$ cat src/rtl/proc_run_ctrl.sv
// Run controller for the processor core: stretched core reset, free-run or
// single-step clock enable, halt/watchdog stop and a saturating cycle counter.
module proc_run_ctrl #(
    parameter int CNT_W      = 32,
    parameter int RST_CYCLES = 4,
    parameter int TIMEOUT    = 1000
) (
    input  logic             clk,
    input  logic             reset,
    input  logic             start,
    input  logic             step_mode,
    input  logic             step,
    input  logic             halt_in,
    output logic             core_rst_n,
    output logic             core_en,
    output logic             busy,
    output logic             done,
    output logic             timeout,
    output logic [CNT_W-1:0] cycle_cnt
);

    typedef enum logic [2:0] {
        HOLD,
        IDLE,
        RUN,
        STEP_WAIT,
        HALTED
    } state_t;

    localparam int HW = $clog2(RST_CYCLES + 1);
    localparam logic [HW-1:0]    HOLD_LAST = HW'(RST_CYCLES);
    localparam logic [CNT_W-1:0] CNT_MAX   = '1;
    localparam logic [CNT_W-1:0] WD_LAST   = CNT_W'(TIMEOUT - 1);
    localparam bit               WD_ON     = (TIMEOUT > 0);

    state_t           state, state_n;
    logic [HW-1:0]    hold_cnt, hold_n;
    logic             rst_n_n, en_n, busy_n, done_n, to_n;
    logic [CNT_W-1:0] cnt_n, cnt_inc;
    logic             stop_halt, stop_wd;

    always_ff @(posedge clk) begin
        if (!reset) begin
            state      <= HOLD;
            hold_cnt   <= '0;
            core_rst_n <= 1'b0;
            core_en    <= 1'b0;
            busy       <= 1'b0;
            done       <= 1'b0;
            timeout    <= 1'b0;
            cycle_cnt  <= '0;
        end else begin
            state      <= state_n;
            hold_cnt   <= hold_n;
            core_rst_n <= rst_n_n;
            core_en    <= en_n;
            busy       <= busy_n;
            done       <= done_n;
            timeout    <= to_n;
            cycle_cnt  <= cnt_n;
        end
    end

    // Stop conditions only apply to a cycle in which the core actually ran.
    always_comb begin
        cnt_inc   = (cycle_cnt == CNT_MAX) ? cycle_cnt : cycle_cnt + 1'b1;
        stop_halt = core_en & halt_in;
        stop_wd   = core_en & ~halt_in & WD_ON & (cycle_cnt == WD_LAST);
    end

    always_comb begin
        state_n = state;
        hold_n  = hold_cnt;
        rst_n_n = core_rst_n;
        en_n    = 1'b0;
        busy_n  = busy;
        done_n  = done;
        to_n    = timeout;
        cnt_n   = cycle_cnt;
        unique case (state)
            HOLD: begin
                rst_n_n = 1'b0;
                if (hold_cnt == HOLD_LAST) begin
                    state_n = IDLE;
                    rst_n_n = 1'b1;
                end else begin
                    hold_n = hold_cnt + 1'b1;
                end
            end
            IDLE: begin
                if (start) begin
                    cnt_n   = '0;
                    done_n  = 1'b0;
                    to_n    = 1'b0;
                    busy_n  = 1'b1;
                    en_n    = ~step_mode;
                    state_n = step_mode ? STEP_WAIT : RUN;
                end
            end
            RUN, STEP_WAIT: begin
                if (core_en) begin
                    cnt_n = cnt_inc;
                end
                if (stop_halt || stop_wd) begin
                    state_n = HALTED;
                    busy_n  = 1'b0;
                    done_n  = 1'b1;
                    to_n    = stop_wd;
                end else if (state == RUN) begin
                    en_n = 1'b1;
                end else begin
                    // A step arriving during the stepped cycle is dropped.
                    en_n = step & ~core_en;
                end
            end
            HALTED: begin
                if (start) begin
                    state_n = HOLD;
                    hold_n  = HW'(1);
                    rst_n_n = 1'b0;
                end
            end
            default: begin
                state_n = HOLD;
                hold_n  = '0;
                rst_n_n = 1'b0;
            end
        endcase
    end

endmodule

$ cat config.mk
export PLATFORM = sky130hd
export DESIGN_NAME = proc_run_ctrl
export DESIGN_NICKNAME = d
export VERILOG_FILES = /design/src/rtl/proc_run_ctrl.sv
export SDC_FILE = /design/constraint.sdc
export NUM_CORES = 1
export LEC_CHECK = 0
export CORE_MARGIN = 3
export CORE_UTILIZATION = 25
export CTS_CLUSTER_DIAMETER = 200
export DETAILED_ROUTE_END_ITERATION = 16
export SLEW_MARGIN = 20
export SYNTH_ARGS = -nofsm -noshare
export SYNTH_HDL_FRONTEND = slang
export SYNTH_SLANG_ARGS = --single-unit
$ cat constraint.sdc
create_clock -name clk -period 4.62 [get_ports clk]
set_input_delay 1.155 -clock clk [delete_from_list [all_inputs] [get_ports clk]]
set_output_delay 1.155 -clock clk [all_outputs]
set_load 0.1 [all_outputs]
==> results of run 1 <==
layout make-up:
cell class,instances,area (um2),share of cell area
clock buffer,6,82.6,0.0247
timing repair buffer,45,443,0.133
clock inverter,2,16.3,0.00487
multi-input combinational,256,1720,0.516
tap,136,170,0.0510
inverter,11,41.3,0.0124
sequential,43,861,0.258
sequential cells by signal, summed over array words and instances, names as in the netlist:
name / flops
done: 1
hold_cnt: 3
core_en: 1
timeout: 1
state: 3
busy: 1
core_rst_n: 1
cycle_cnt: 32
power by group through the flow:
| stage | Clock, uW | Combinational, uW | Sequential [uW] |
|---|---|---|---|
| floorplan | 0 | 95.9 | 416 |
| global placement | 0 | 126 | 409 |
| detailed placement | 0 | 132 | 410 |
| CTS | 275 | 132 | 401 |
| global route | 288 | 146 | 405 |
| finish | 267 | 130 | 401 |
metal layers:
layer | routed length [um] | part of all wire | vias to the layer above | track usage
li1 | - | - | 1368 | -
met1 | 4080 | 0.47 | 1396 | 0.190
met2 | 4050 | 0.47 | 104 | 0.233
met3 | 514 | 0.059 | 0 | 0.0213
met4 | 0 | 0 | 0 | 0.0211
met5 | 0 | 0 | - | 0
Yosys cell counts (all sizes together), types with 2 or more instances:
cell type,count,area share
o41ai,3,0.0095
nor4b,5,0.016
a41oi,2,0.0064
o31ai,5,0.014
o21a,3,0.0082
o32ai,2,0.0064
nand2b,3,0.0068
o31a,2,0.0064
or3,5,0.011
nand3,18,0.034
nor2,8,0.011
inv,11,0.015
or4,6,0.016
nand4,13,0.034
nand2,34,0.047
and2,7,0.016
a41o,2,0.0073
o21ai,13,0.024
a21bo,2,0.0073
o311a,2,0.0073
a31oi,8,0.018
dfxtp,43,0.31
o221a,13,0.053
a21o,2,0.0054
a21oi,15,0.027
and4,6,0.019
ha,3,0.014
clkbuf,16,0.022
and3,13,0.031
o311ai,6,0.019
o211ai,3,0.0082
nor3,17,0.033
a211oi,5,0.014
nand3b,2,0.0054
nor2b,2,0.0045
or2,3,0.0077
nor3b,5,0.014
nor4,9,0.034
buf,11,0.027
stage by stage:
step           total power [uW]  utilization  cells  worst slack (ns)
2_1_floorplan               512            -    337              1.99
3_3_place_gp                535        0.308    491              1.24
3_5_place_dp                541        0.308    491              1.15
4_1_cts                     808        0.318    499              1.42
5_1_grt                     840        0.318    499              1.32
6_report                    798        0.318    499              1.42
kinds of logic (layout without fill, tap and decap cells):
logic type / Yosys count / count (layout) / share of synthesized area
adders and majority gates: 3 / 3 / 0.0136
muxes: 1 / 1 / 0.00363
AOI/OAI and AO/OA: 93 / 93 / 0.257
and+or+nand+nor: 158 / 158 / 0.347
xor gates and xnor gates: 1 / 1 / 0.00318
DFF: 43 / 43 / 0.312
buffers and inverters: 38 / 64 / 0.0635
worst max path at each step:
stage | start | end | slack [ns]
floorplan | cycle_cnt[1]$_SDFFE_PN0P_ | cycle_cnt[20]$_SDFFE_PN0P_ | 1.99
global placement | start | cycle_cnt[17]$_SDFFE_PN0P_ | 1.24
detailed placement | start | cycle_cnt[17]$_SDFFE_PN0P_ | 1.15
CTS | core_en$_SDFF_PN0_ | core_en | 1.42
global route | start | cycle_cnt[17]$_SDFFE_PN0P_ | 1.32
finish | core_en$_SDFF_PN0_ | core_en | 1.42
layout by cell type, fill, tap and decap left out, types with 6 or more instances in the layout:
cell type / Yosys / layout
a21oi_1: 15 / 15
and2_1: 7 / 7
a31oi_1: 8 / 8
clkbuf_8: 0 / 6
dfxtp_1: 43 / 43
o21ai_0: 13 / 13
and4_1: 6 / 6
or4_1: 6 / 6
nor2_1: 8 / 8
nand3_1: 17 / 17
clkdlybuf4s50_1: 0 / 42
nor4_1: 6 / 6
nand2_1: 33 / 33
o221a_2: 13 / 13
nand4_1: 11 / 11
o311ai_0: 6 / 6
and3_1: 12 / 12
inv_1: 11 / 11
nor3_1: 16 / 16
==> results.toml, run 1 <==
[power]
power_frac_seq = 0.503
p_leak_uw = 0.00105
clockPowerShare = 0.334
p_sw_uw = 239
peakVddDrop_v = 0.000143
switching_share = 0.299
power_density_nw_per_um2 = 239
pwr-share-comb = 0.163
internal_power_uw = 559

[synth]
ys_seq_elements = 43
avgSynthCellArea_um2 = 8.19
syn_area_um2 = 2760
ys.warnings.count = 0
ys.flop_type = "dfxtp_1"
synth-edff-count = 0
synth.distinct_cells = 58
ys_seq_area_frac = 0.312
async_flop_share = 0
postSynthCellCount = 337
synth.net_count = 346

[placement]
portBuffers = 42
dp_hpwl_mm = 6.21
gp_congestion = 0.906
placed_cell_area_um2 = 3240

[worst_setup_path]
critPathArrivalTime_ns = 2.04
critPathMaxStageDelay_ns = 1.20
start_kind = "register"
cp_max_fo = 9
r2r_slack_ns = 1.89
path_buf_inv = 1
crit_required_ns = 3.46
path_cells = "clkdlybuf4s50_1"
endpoint_kind = "primary output"
r2r_end = "cycle_cnt[7]$_SDFFE_PN0P_"
cp_top_family = "buffers and inverters"
r2r-start = "cycle_cnt[0]$_SDFFE_PN0P_"
cpMaxStageDelayCell = "clkdlybuf4s50_1"
critPathKind = "reg -> out"
reg2reg_depth = 6
cp.depth = 1

[sta]
tightest_slew_ns = 0.982
min_period_over_period = 0.692
finalWorstPathRequiredPeriod_ns = 3.20
max_slew_margin = 0.343
final.setup_skew_ns = 0.0155
setup_violations = 0
fmax_mhz = 313
hold_violations = 0
rsz0062_at_grt = "false"
tns_ns = 0
slew_violations = 0
whs_ns = 0.479

[floorplan]
pin_count = 43
die_x_um = 111
start_util = 0.263
dieArea_um2 = 12300
die_h_um = 111
core_um2 = 10500
num_rows = 37

[worst_hold_path]
min_to = "timeout$_SDFFE_PN0P_"
hold_depth = 2
hold_start = "timeout$_SDFFE_PN0P_"
hold_path.class = "reg -> reg"

[clocking]
post_cts_buffers = 0
clock_latency_ns = 0.30
postCtsHoldBufs = 0
root_buffer = "clkbuf_8"
cts_max_level = 2
cts_buffers = 5
cts_resized = 0
max-clock-path-buffers = 2
cts_tree = "done"
clock_sinks = 43
path_clk_slew_ns = 0.09

[routing]
first_iter_violations = 194
wl_per_cell_um = 17.3
first_pass_iters = 5
vias = 2868
routed_wirelength_mm = 8.64
drcViolationCount = 0
viasPerCell = 5.75
ant_nets = 0

[finish]
drive_gt1_frac = 0.0992
fillers = 1126
fin_nets = 371
final_cell_area_um2 = 3340
syn2layout_area_growth_pct = 21.0
diodes = 0

[status]
status = "finished, final reports clean"

[grt]
antenna_found_initial = 0
grt_max_degree = 28
grt_pass1_wl_mm = 14.4
grt_usage = 0.138
first_global_vias = 2719
grt_overflow_total = 0

[flow_run]
drv_cap = 0
(Power assumes the default switching activity.)
==> run 2, diff against run 1 <==
Clock period 4.62 ns to 3 ns, I/O delays scaled along.
==> results.toml, run 2 (same netlist as run 1, synthesis figures left out) <==
[status]
status = "finished, final reports clean"

[worst_setup_path]
path_cells = "ha_1 -> and3_1 -> nand2_1 -> nor4_2 -> o31ai_1 -> a41o_1"
cp_max_fo = 7
critPathKind = "reg -> reg"
start_kind = "register"
critPathArrivalTime_ns = 2.60
r2r_slack_ns = 0.58
r2r-start = "cycle_cnt[0]$_SDFFE_PN0P_"
endpoint_kind = "register"
crit_start = "cycle_cnt[0]$_SDFFE_PN0P_"
crit_required_ns = 3.18
cpMaxStageDelayCell = "nor4_2"
critPathMaxStageDelay_ns = 0.72
reg2reg_depth = 6
r2r_end = "cycle_cnt[29]$_SDFFE_PN0P_"

[finish]
fin_nets = 376
final_common_cell = "buf_4"
largest_register_ffs = 32
largest_registers = "cycle_cnt: 32 flops, hold_cnt: 3 flops, state: 3 flops"
syn2layout_area_growth_pct = 19.1
drive_gt1_frac = 0.212
diodes = 0
final_cell_mix = "45 x buf_4, 43 x dfxtp_1, 33 x nand2_1"
largest_register = "cycle_cnt"

[placement]
gp_congestion = 0.867
dp_hpwl_mm = 6.51
portBuffers = 42
pre_cts_slack_ns = 0.344

[clocking]
post_cts_buffers = 0
cts_buffers = 5
clock_latency_ns = 0.30
path_clk_slew_ns = 0.10
postCtsHoldBufs = 0
cts_tree = "done"
cts_max_level = 2
cts_resized = 0
max-clock-path-buffers = 2
clock_sinks = 43
root_buffer = "clkbuf_8"

[sta]
final.setup_skew_ns = 0.0187
tightest_slew_ns = 0.740
hold_violations = 0
fmax_mhz = 413
max_slew_margin = 0.505
slew_violations = 0
min_period_over_period = 0.807
finalWorstPathRequiredPeriod_ns = 2.42
timing.final.ws_setup_ns = 0.578
tns_ns = 0
setup_violations = 0
rsz0062_at_grt = "false"

[routing]
first_iter_violations = 268
ant_nets = 0
wl_per_cell_um = 17.8
drcViolationCount = 0
vias = 2938
first_pass_iters = 5
routed_wirelength_mm = 8.96
viasPerCell = 5.83

[power]
p_total_uw = 1250
p_leak_uw = 0.00116
power_density_nw_per_um2 = 379
peakVddDrop_v = 0.000246

[worst_hold_path]
hold_start = "timeout$_SDFFE_PN0P_"
hold_path.class = "reg -> reg"
min_to = "timeout$_SDFFE_PN0P_"
hold_depth = 2

[flow_run]
drv_cap = 0

[floorplan]
die_h_um = 111
die_x_um = 111
num_rows = 37
core_um2 = 10500
dieArea_um2 = 12300
start_util = 0.263
pin_count = 43

[grt]
grt_max_degree = 21
first_global_vias = 2671
grt_pass1_wl_mm = 14.5
grt_usage = 0.140
antenna_found_initial = 0
grt_overflow_total = 0
-- run 2: power breakdown --
part	switching (uW)	leakage [uW]	internal (uW)
Sequential	26.3	0.000347	593
Combinational	121	0.000759	79.7
Clock	215	0.0000505	210
Total	363	0.00116	882
-- run 2: area by class of cell --
cell class                 count  area, um2
clock inverter                 1       7.51
sequential                    43        861
inverter                      11       41.3
tap                          136        170
fill                        1144       7220
clock buffer                   7       96.3
multi-input combinational    256       1720
timing repair buffer          50        388
-- run 2: routing by layer --
layer	track usage	up-vias	part of all wire
li1	-	1377	-
met1	0.198	1400	0.46
met2	0.222	138	0.45
met3	0.0240	23	0.070
met4	0.0316	0	0.021
met5	0	-	0
-- run 2: worst max-delay path by stage --
stage / endpoint / slack (ns) / cells past startpoint
finish: cycle_cnt[29]$_SDFFE_PN0P_ / 0.58 / 6
floorplan: cycle_cnt[20]$_SDFFE_PN0P_ / 0.37 / 7
global route: cycle_cnt[29]$_SDFFE_PN0P_ / 0.46 / 6
detailed placement: cycle_cnt[17]$_SDFFE_PN0P_ / 0.34 / 5
CTS: cycle_cnt[29]$_SDFFE_PN0P_ / 0.59 / 6
global placement: cycle_cnt[17]$_SDFFE_PN0P_ / 0.37 / 5
-- run 2: worst max-delay path: cells and delay by family, from the launching register on --
family	cells	cell delay (ns)
AND/OR/NAND/NOR	3	1.22
adder cells (fa/ha/maj)	1	0.24
flip-flops	1	0.44
AO/OA/AOI/OAI	2	0.40
-- run 2: stage by stage --
stage | utilization | instance area [um2] | hold slack [ns] | cells
after floorplan | - | 2760 | 0.462 | 337
after global placement | 0.303 | 3180 | 0.474 | 496
after detailed placement | 0.303 | 3180 | 0.479 | 496
after CTS | 0.313 | 3290 | 0.492 | 504
after global routing | 0.313 | 3290 | 0.516 | 504
final | 0.313 | 3290 | 0.485 | 504
